[src/rtl/smvm_stream_if.sv]
// Stream bundle for smvm_stream: input word channel, result channel and sticky error flag.
interface smvm_stream_if #(
  parameter int VAL_W = 8,
  parameter int COL_W = 7,
  parameter int ACC_W = 20
);
  logic                    in_valid;
  logic                    in_ready;
  logic signed [VAL_W-1:0] val_in;
  logic [COL_W-1:0]        col_in;
  logic                    row_end;
  logic                    out_valid;
  logic                    out_ready;
  logic signed [ACC_W-1:0] data_out;
  logic                    out_last;
  logic                    err;

  modport slave (
    input  in_valid, val_in, col_in, row_end, out_ready,
    output in_ready, out_valid, data_out, out_last, err
  );

  modport master (
    output in_valid, val_in, col_in, row_end, out_ready,
    input  in_ready, out_valid, data_out, out_last, err
  );
endinterface

[src/rtl/smvm_stream.sv]
// Streaming CSR sparse-matrix x dense-vector engine with output FIFO.
// Optional macro SMVM_SAT_EN: saturating accumulator instead of two's-complement wrap.
//
// state    | meaning
// HDR_COLS | waiting for column-count header, clears err
// HDR_ROWS | waiting for row-count header
// VEC      | loading dense vector elements 0..cols-1
// ENT      | consuming nonzeros, in_ready throttled by FIFO space
// DRAIN    | input closed until the multiply stage is empty
module smvm_stream #(
  parameter int VAL_W     = 8,
  parameter int COL_W     = 7,
  parameter int ACC_W     = 20,
  parameter int OUT_DEPTH = 4
) (
  input  logic         clk,
  input  logic         rst_n,
  smvm_stream_if.slave bus
);

  localparam int MAX_COLS = 2 ** COL_W;
  localparam int PROD_W   = 2 * VAL_W;
  localparam int PTR_W    = $clog2(OUT_DEPTH);
  localparam int CNT_W    = $clog2(OUT_DEPTH + 1);
  localparam logic [PTR_W-1:0] LAST_PTR = PTR_W'(OUT_DEPTH - 1);
  localparam logic [CNT_W:0]   DEPTH_C  = (CNT_W + 1)'(OUT_DEPTH);

  typedef enum logic [2:0] {
    HDR_COLS,
    HDR_ROWS,
    VEC,
    ENT,
    DRAIN
  } state_t;

  state_t r_state;
  state_t w_state_nxt;

  logic [COL_W:0]          r_cols;
  logic [COL_W:0]          r_rows;
  logic [COL_W-1:0]        r_idx;
  logic [COL_W-1:0]        r_row_cnt;
  logic                    r_err;
  logic signed [VAL_W-1:0] r_vec [MAX_COLS];

  logic                     r_s1_vld;
  logic                     r_s1_end;
  logic                     r_s1_last;
  logic signed [PROD_W-1:0] r_s1_prod;
  logic signed [ACC_W-1:0]  r_acc;

  logic signed [ACC_W-1:0] r_mem_data [OUT_DEPTH];
  logic                    r_mem_last [OUT_DEPTH];
  logic [PTR_W-1:0]        r_wr_ptr;
  logic [PTR_W-1:0]        r_rd_ptr;
  logic [CNT_W-1:0]        r_count;

  logic                     w_in_ready;
  logic                     w_accept;
  logic                     w_last_row;
  logic                     w_col_bad;
  logic signed [VAL_W-1:0]  w_vec_rd;
  logic signed [PROD_W-1:0] w_mul;
  logic signed [ACC_W-1:0]  w_prod_ext;
  logic signed [ACC_W-1:0]  w_sum;
  logic                     w_push;
  logic                     w_pop;
  logic                     w_out_valid;
  logic [CNT_W:0]           w_occ;

  // Occupancy counts the row result still sitting in S1 so an accepted row_end always has a slot.
  assign w_push      = r_s1_vld & r_s1_end;
  assign w_occ       = {1'b0, r_count} + (CNT_W + 1)'(w_push);
  assign w_out_valid = (r_count != '0);
  assign w_pop       = w_out_valid & bus.out_ready;

  assign w_in_ready = (r_state == ENT) ? (w_occ < DEPTH_C) : (r_state != DRAIN);
  assign w_accept   = bus.in_valid & w_in_ready;

  assign w_last_row = ({1'b0, r_row_cnt} == (r_rows - 1'b1));
  assign w_col_bad  = ({1'b0, bus.col_in} >= r_cols);
  assign w_vec_rd   = r_vec[bus.col_in];
  assign w_mul      = PROD_W'(bus.val_in) * PROD_W'(w_vec_rd);
  assign w_prod_ext = ACC_W'(r_s1_prod);

`ifdef SMVM_SAT_EN
  localparam logic signed [ACC_W-1:0] ACC_MAX = {1'b0, {(ACC_W - 1){1'b1}}};
  localparam logic signed [ACC_W-1:0] ACC_MIN = {1'b1, {(ACC_W - 1){1'b0}}};
  logic [ACC_W:0] w_wide;

  // One guard bit: the top two bits disagree exactly when the signed add overflowed.
  assign w_wide = {r_acc[ACC_W-1], r_acc} + {w_prod_ext[ACC_W-1], w_prod_ext};
  assign w_sum  = (w_wide[ACC_W] != w_wide[ACC_W-1]) ?
                  (w_wide[ACC_W] ? ACC_MIN : ACC_MAX) : w_wide[ACC_W-1:0];
`else
  assign w_sum = r_acc + w_prod_ext;
`endif

  always_ff @(posedge clk) begin
    if (!rst_n) begin
      r_state <= HDR_COLS;
    end else begin
      r_state <= w_state_nxt;
    end
  end

  always_comb begin
    w_state_nxt = r_state;
    case (r_state)
      HDR_COLS: if (w_accept) w_state_nxt = HDR_ROWS;
      HDR_ROWS: if (w_accept) w_state_nxt = VEC;
      VEC:      if (w_accept && ({1'b0, r_idx} == (r_cols - 1'b1))) w_state_nxt = ENT;
      ENT:      if (w_accept && bus.row_end && w_last_row) w_state_nxt = DRAIN;
      DRAIN:    if (!r_s1_vld) w_state_nxt = HDR_COLS;
      default:  w_state_nxt = HDR_COLS;
    endcase
  end

  always_ff @(posedge clk) begin
    if (!rst_n) begin
      r_cols    <= '0;
      r_rows    <= '0;
      r_idx     <= '0;
      r_row_cnt <= '0;
      r_err     <= 1'b0;
    end else if (w_accept) begin
      case (r_state)
        HDR_COLS: begin
          r_cols    <= {1'b0, bus.col_in} + 1'b1;
          r_err     <= 1'b0;
          r_idx     <= '0;
          r_row_cnt <= '0;
        end
        HDR_ROWS: r_rows <= {1'b0, bus.col_in} + 1'b1;
        VEC:      r_idx  <= r_idx + 1'b1;
        ENT: begin
          if (w_col_bad) r_err <= 1'b1;
          if (bus.row_end) r_row_cnt <= r_row_cnt + 1'b1;
        end
        default: ;
      endcase
    end
  end

  always_ff @(posedge clk) begin
    if (rst_n && w_accept && (r_state == VEC)) begin
      r_vec[r_idx] <= bus.val_in;
    end
  end

  always_ff @(posedge clk) begin
    if (!rst_n) begin
      r_s1_vld  <= 1'b0;
      r_s1_end  <= 1'b0;
      r_s1_last <= 1'b0;
      r_s1_prod <= '0;
      r_acc     <= '0;
    end else begin
      r_s1_vld  <= w_accept && (r_state == ENT);
      r_s1_end  <= bus.row_end;
      r_s1_last <= w_last_row;
      r_s1_prod <= w_col_bad ? '0 : w_mul;
      if (r_s1_vld) begin
        r_acc <= r_s1_end ? '0 : w_sum;
      end
    end
  end

  always_ff @(posedge clk) begin
    if (!rst_n) begin
      r_wr_ptr <= '0;
      r_rd_ptr <= '0;
      r_count  <= '0;
    end else begin
      if (w_push) begin
        r_mem_data[r_wr_ptr] <= w_sum;
        r_mem_last[r_wr_ptr] <= r_s1_last;
        r_wr_ptr <= (r_wr_ptr == LAST_PTR) ? '0 : r_wr_ptr + 1'b1;
      end
      if (w_pop) begin
        r_rd_ptr <= (r_rd_ptr == LAST_PTR) ? '0 : r_rd_ptr + 1'b1;
      end
      case ({w_push, w_pop})
        2'b10:   r_count <= r_count + 1'b1;
        2'b01:   r_count <= r_count - 1'b1;
        default: r_count <= r_count;
      endcase
    end
  end

  assign bus.in_ready  = w_in_ready;
  assign bus.out_valid = w_out_valid;
  assign bus.data_out  = w_out_valid ? r_mem_data[r_rd_ptr] : '0;
  assign bus.out_last  = w_out_valid ? r_mem_last[r_rd_ptr] : 1'b0;
  assign bus.err       = r_err;

endmodule

[src/flat_wrapper.sv]
// flat-port wrapper written by rule: the top's interface ports become plain ports
module smvm_stream_flat 
#(
  parameter int VAL_W     = 8,
  parameter int COL_W     = 7,
  parameter int ACC_W     = 20,
  parameter int OUT_DEPTH = 4
)
  (clk, rst_n, bus_in_valid, bus_val_in, bus_col_in, bus_row_end, bus_out_ready, bus_in_ready, bus_out_valid, bus_data_out, bus_out_last, bus_err);
  smvm_stream_if #(.VAL_W(VAL_W), .COL_W(COL_W), .ACC_W(ACC_W)) bus_i ();
  input  logic clk;
  input  logic rst_n;
  input wire logic [$bits(bus_i.in_valid)-1:0] bus_in_valid;
  input wire logic [$bits(bus_i.val_in)-1:0] bus_val_in;
  input wire logic [$bits(bus_i.col_in)-1:0] bus_col_in;
  input wire logic [$bits(bus_i.row_end)-1:0] bus_row_end;
  input wire logic [$bits(bus_i.out_ready)-1:0] bus_out_ready;
  output wire logic [$bits(bus_i.in_ready)-1:0] bus_in_ready;
  output wire logic [$bits(bus_i.out_valid)-1:0] bus_out_valid;
  output wire logic [$bits(bus_i.data_out)-1:0] bus_data_out;
  output wire logic [$bits(bus_i.out_last)-1:0] bus_out_last;
  output wire logic [$bits(bus_i.err)-1:0] bus_err;
  assign bus_i.in_valid = bus_in_valid;
  assign bus_i.val_in = bus_val_in;
  assign bus_i.col_in = bus_col_in;
  assign bus_i.row_end = bus_row_end;
  assign bus_i.out_ready = bus_out_ready;
  assign bus_in_ready = bus_i.in_ready;
  assign bus_out_valid = bus_i.out_valid;
  assign bus_data_out = bus_i.data_out;
  assign bus_out_last = bus_i.out_last;
  assign bus_err = bus_i.err;
  smvm_stream #(.VAL_W(VAL_W), .COL_W(COL_W), .ACC_W(ACC_W), .OUT_DEPTH(OUT_DEPTH)) u_core (.clk(clk), .rst_n(rst_n), .bus(bus_i));
endmodule
[config.mk]
export PLATFORM = sky130hd
export DESIGN_NAME = smvm_stream_flat
export DESIGN_NICKNAME = d
export VERILOG_FILES = /design/src/rtl/smvm_stream_if.sv /design/src/rtl/smvm_stream.sv /design/src/flat_wrapper.sv
export SDC_FILE = /design/constraint.sdc
export NUM_CORES = 2
export LEC_CHECK = 0
export ABC_AREA = 0
export CAP_MARGIN = 20
export CORE_UTILIZATION = 55
export CTS_BUF_LIST = sky130_fd_sc_hd__clkbuf_4
export CTS_CLUSTER_DIAMETER = 150
export CTS_CLUSTER_SIZE = 10
export DETAILED_ROUTE_END_ITERATION = 16
export PLACE_DENSITY = 0.81
export SLEW_MARGIN = 20
export SYNTH_ARGS = -nofsm -noshare
export SYNTH_HDL_FRONTEND = slang
export SYNTH_SLANG_ARGS = --single-unit
[constraint.sdc]
create_clock -name clk -period 11.8 [get_ports clk]
set_input_delay 2.36 -clock clk [delete_from_list [all_inputs] [get_ports clk]]
set_output_delay 2.36 -clock clk [all_outputs]
set_load 0.05 [all_outputs]
# ---- Yosys cells after proc, flatten, opt, wreduce, memory -nomap -nowiden
# Memory sizes are Yosys's and may differ from the RTL's. A register that Yosys moved wholly into a read port is not among the register bits.
# Cells that the tools add are included.
dict set report word_totals {
  output_inout_bits 24
  ramBits 1108
  input_bits 20
  mem_count 3
  regBits 80
  word_cells 98
}
dict set report classes {
  bitwise 4
  n_eq_ne 18
  muxes 27
  multipliers 1
  addsub 11
  reduce_logical 18
  n_lt_le_gt_ge 2
}
# name words width read_ports rd_clocked_by_memory_dff wr line
set memory_table {}
lappend memory_table {u_core.r_vec 128 8 1 0 1 smvm_stream.sv:44} ;# logic signed [VAL_W-1:0] r_vec [MAX_COLS];
lappend memory_table {u_core.r_mem_data 4 20 1 1 1 smvm_stream.sv:52} ;# logic signed [ACC_W-1:0] r_mem_data [OUT_DEPTH];
lappend memory_table {u_core.r_mem_last 4 1 1 1 1 smvm_stream.sv:53} ;# logic r_mem_last [OUT_DEPTH];
# operator count
set op_table {}
lappend op_table {{two-way mux 20 bit} 2}
lappend op_table {{case mux 7 bit (2 select lines)} 2}
lappend op_table {{adder 20 x 16 -> 20 bit} 1}
lappend op_table {{equality test 7 x 8 -> 1 bit} 2}
lappend op_table {{multiplier 8 x 8 -> 16 bit} 1}
lappend op_table {{subtractor 8 x 1 -> 8 bit, second input constant} 2}
lappend op_table {{two-way mux 3 bit} 5}
lappend op_table {{case mux 3 bit (5 select lines)} 1}
lappend op_table {{adder 7 x 1 -> 7 bit, second input constant} 2}
lappend op_table {{two-way mux 2 bit} 6}
lappend op_table {{adder 7 x 1 -> 8 bit, second input constant} 1}
lappend op_table {{>= comparator 7 x 8 -> 1 bit} 1}
lappend op_table {{two-way mux 1 bit} 8}
lappend op_table {{inequality test 2 x 1 -> 1 bit, second input constant} 4}
lappend op_table {{two-way mux 7 bit} 1}
lappend op_table {{equality test 2 bit, second input constant} 3}
lappend op_table {{equality test 3 x 2 -> 1 bit, second input constant} 2}
lappend op_table {{logical AND 1 bit} 6}
lappend op_table {{inequality test 2 bit, second input constant} 3}
lappend op_table {{case mux 3 bit (2 select lines)} 1}
lappend op_table {{AND reduction 2 bit} 3}
lappend op_table {{AND reduction 3 bit} 2}
lappend op_table {{nonzero test 2 bit} 3}
lappend op_table {{AND reduction 5 bit} 1}
lappend op_table {{15 further kinds} 18}

# ---- Logic depth before layout (Yosys ltp)
dict set report depth {
  word_depth 9
  mapped_depth 28
  depth_no_buf 23
}

# ---- Worst setup path before layout
# Ideal clock, no wire load.
dict set report synth_path {
  kind {input-to-reg}
  from {input bus_col_in[0]}
  to {register u_core.r_s1_prod[14]}
  t_arrival_ns 8.083
  setup_ns 0.147
  required_time_ns 11.653
  path_buffers 3
  stages 23
  setup_slack_ns 3.570
  cell_sequence {buf_4 > buf_6 > buf_2 > mux4_2 > mux4_2 > mux4_2 > mux2_2 > and2_1 > fa_1 > fa_1 > inv_1 > fa_1 > inv_1 > fa_1 > ha_1 > nor2b_1 > o21ai_0 > a21oi_1 > o21ai_0 > a21oi_1 > o211ai_1 > nand3b_1 > nor3b_1}
}
dict set report synth_between {
  elab_chain_len 2
  elab_cells_between_ends 4
  cone_classes {mul (1); order compare (1); reduce/logical (1); memory (1)}
}
# item line
set synth_lines {}
lappend synth_lines {{from (decl)} flat_wrapper.sv:15} ;# input wire logic [$bits(bus_i.col_in)-1:0] bus_col_in;
lappend synth_lines {{memory (128 x 8 bit) / >= comparator 7 x 8 -> 1 bit (equally long branches)} -}
lappend synth_lines {{multiplier 8 x 8 -> 16 bit / OR reduction 2 bit (equally long branches)} -}
lappend synth_lines {{to (signal assigned)} smvm_stream.sv:162} ;# r_s1_prod <= w_col_bad ? '0 : w_mul;
lappend synth_lines {{to (decl)} smvm_stream.sv:49} ;# logic signed [PROD_W-1:0] r_s1_prod;
# Parallel ways exist; a longest one is shown, timed or not.
# A chain may end at the register's enable or synchronous reset.

# ---- Worst setup path after layout
dict set report layout_path {
  from {input bus_col_in[1]}
  to {register u_core.r_s1_prod[14]}
}
# The elaborated chain is that of the path after synthesis.

==> summary.md <==
| Metric | Value |
|---|---|
| Fin area | 0.0530 mm² |
| Most numerous cell in the Yosys netlist | edfxtp_1 |
| Post-Syn Area | 0.0499 mm² |
| Min Tclk post-route | 8720 ps |
| Proportion of layout cells with a drive suffix above 1 | 0.207 |
| Rel. slew slack | 0.265 |
| Detailed Route WL | 108 mm |
| Yosys warning total | 0 |
| Worst Setup End Kind | register |
| RSZ-0062 raised after global routing | false |
| TritonRoute pass-1 iters | 5 |
| Initial antenna violation count | 5 |
| Hold buffer count at cts | 0 |
| Final setup fails | 0 |
| Nets | 2884 |
| IO buf count | 43 |
| DP HPWL | 68.2 mm |
| CTS Root Cell | clkbuf_4 |
| #FFs+latches synth | 1190 |
| Remaining global-route overflow | 0 |
| Clk_lat worst skew | 1090 ps |
| Crit share post-route | 0.739 |
| CP most frequent cell | fa_1 |
| Drt drc | 0 |
| Top cell type's share of synthesized area | 0.666 |
| CP cell instances | buf_8, buf_4, mux4_2, mux4_2, mux4_2, mux2_2, and2_1, fa_1, fa_1, inv_1, fa_1, inv_1, fa_1, ha_1, nor2b_1, o21ai_0, a21oi_1, o21ai_0, a21oi_1, o211ai_1, a21boi_0, nor3b_1 |
| Placed cell areas | 0.0515 mm² |
| Setup tns final | 0 ps |
| Dominant synthesized flop cell | edfxtp_1 |
| Final Hold Viols | 0 |
| Fillers | 6357 |
| DIE WIDTH | 303 µm |
| RD Place Congestion | 0.833 |
| Max Fclk | 115 MHz |
| Buf/Inv on CP | 4 |
| Finished Layout Cells | 3963 |
| MaxCap Viol Count | 0 |
| Post-CTS Setup Bufs | 0 |
| Placement row count | 110 |
| PwrDens | 152 mW/mm² |
| Hold Crit Class | reg -> reg |
| Vias | 25648 |
| Initial core utilization | 0.555 |
| First-pass GRT wire length | 163 mm |
| Reg clk slew, reported paths | 130 ps |
| CP Max Fanout | 113 |
| Worst Tran Pin Value | 1100 ps |
| Static Leak | 17.0 nW |
| Slowest-stage cell, CP | buf_4 |
| Max Transition Viols Final | 0 |
| Hold slack | 458 ps |
| Inst Count DP | 3779 |
| Largest cells by area after synthesis | edfxtp_1, mux4_2, dfxtp_1 |
| Core box area | 0.0900 mm² |
| Top-Level Pins | 44 |
| Crit-path max cell delay | 680 ps |
| Die Ht | 303 µm |
| Worst Path Required | 12780 ps |
| Most frequent cells after synthesis | edfxtp_1, mux4_2, nor2_1 |
| Clock buffer depth | 3 |
| Post-synth EDFFs | 1108 |
| H-tree depth | 4 |
| Routed len/inst | 27.3 µm |
| Syn_nets | 2792 |
| CP Launch Type | input pin |
| Asr flop ratio synth | 0 |
| Largest net degree at the start of global routing | 131 |
| Crit path max-delay family | adder cells |
| Register area share after synthesis | 0.699 |
| CTS tree | built |
| Peak supply drop | 0.149 mV |
| Overall Power | 8.03 mW |
| Via/cell ratio | 6.47 |
| Largest area contributor in the netlist | edfxtp_1 |
| Average instance area after synthesis | 18.9 µm² |
| # clock sinks | 1190 |
| Die area | 0.0920 mm² |
| Status | finished, final reports clean |
| Worst setup path category | in -> reg |
| CTS buffer count | 136 |
| Area Overhead vs Synth | 6.08% |
| Data arrival time of the critical path | 9700 ps |
| CTS resizes | 0 |
| Gr usage total | 0.242 |
| Vias in the first global route | 25935 |
| Initial DRC count | 3038 |
| Mapped Cells | 2649 |
| Worst Skew | 81.3 ps |
| Antenna viol nets, final | 0 |
| Distinct cells, synth | 65 |
[report_power, final]
group	total [mW]	switching, mW	internal, mW
sequential	4.65	0.0175	4.64
combinational	1.35	0.760	0.589
clock	2.03	1.27	0.754
total	8.03	2.05	5.98
[cell usage in the layout, fill, tap and decap left out, types with 5 or more instances in the layout]
cell type,netlist,final
a211oi_1,20,20
a21o_1,10,10
a21oi_1,60,60
and2_1,36,36
and3_1,20,18
buf_4,11,30
bufinv_16,0,5
clkbuf_4,0,165
clkdlybuf4s50_1,0,30
dfxtp_1,82,82
diode_2,0,7
edfxtp_1,1108,1108
fa_1,57,57
ha_1,66,66
inv_1,114,114
mux2i_1,31,31
mux4_2,340,340
nand2_1,65,65
nand2b_1,13,13
nand3_1,32,32
nand3b_1,17,17
nand4_1,8,8
nor2_1,219,219
nor2b_1,48,47
nor3_1,17,17
nor3b_1,5,5
o211ai_1,6,6
o21ai_0,23,23
o21bai_1,6,6
o22ai_1,9,9
or3_1,8,8
xnor2_1,36,36
xor2_1,28,28
[final timing paths]
kind                                       from  cells after the start  slack, ps                               to
setup / recovery                  bus_col_in[1]                     22       3080  u_core.r_s1_prod[14]$_SDFF_PP0_
hold / removal      u_core.bus.err$_SDFFE_PN0P_                      2        460      u_core.bus.err$_SDFFE_PN0P_
setup reg to reg  u_core.r_vec[26][0]$_DFFE_PP_                     21       5370  u_core.r_s1_prod[14]$_SDFF_PP0_
hold reg to reg     u_core.bus.err$_SDFFE_PN0P_                      2        460      u_core.bus.err$_SDFFE_PN0P_
[cell families after synthesis]
kind of cell               count (synthesis)  synth area share
AOI/OAI and AO/OA                        159            0.0198
xor gates and xnor gates                  65            0.0117
adders and majority gates                123            0.0394
buffers and inverters                    231            0.0197
DFF                                     1190             0.699
muxes                                    377             0.162
and+or+nand+nor                          504            0.0487
[through the flow]
step,worst slack [ps],utilization
3_3_place_gp,2280,0.572
4_1_cts,3180,0.588
6_report,3080,0.589
5_1_grt,2790,0.589
2_1_floorplan,3570,-
3_5_place_dp,2020,0.572
[state kept, by name (all words and copies together) (netlist names), 2 cells and up, named ones only]
register / flops
u_core.r_vec: 1024
u_core.r_mem_data: 80
u_core.r_acc: 20
u_core.r_s1_prod: 16
u_core.r_cols: 8
u_core.r_rows: 8
u_core.r_idx: 7
u_core.r_row_cnt: 7
u_core.r_mem_last: 4
u_core.r_count: 3
u_core.r_state: 3
u_core.r_rd_ptr: 2
u_core.r_wr_ptr: 2
[layer usage]
metal  global-route usage  wire length [µm]
met3               0.0475             10900
met1                0.328             40100
met4               0.0802              3000
met5                    0                23
met2                0.397             54100
[area by class of cell]
type / instances / area (µm²) / share of cell area
Inverter: 116 / 435 / 0.00822
Tap cell: 1176 / 1470 / 0.0278
Sequential cell: 1190 / 34900 / 0.659
Antenna cell: 7 / 17.5 / 0.000331
Timing Repair Buffer: 69 / 657 / 0.0124
Multi-Input combinational cell: 1228 / 14100 / 0.265
Clock buffer: 165 / 1240 / 0.0234
Clock inverter: 12 / 193 / 0.00364
[worst register-to-register path: stages, from the launching register on]
cell	delay, ps
edfxtp_1	430
mux4_2	490
mux4_2	520
mux4_2	540
mux2i_2	480
nor2b_1	150
inv_1	120
fa_1	460
fa_1	510
inv_1	50
fa_1	530
inv_1	50
fa_1	470
inv_1	40
ha_1	290
o21ai_0	110
a21oi_1	120
o21ai_0	250
a21oi_1	140
o211ai_1	240
a21boi_0	150
nor3b_1	230
Note: power is estimated with default switching activity, not from simulation.
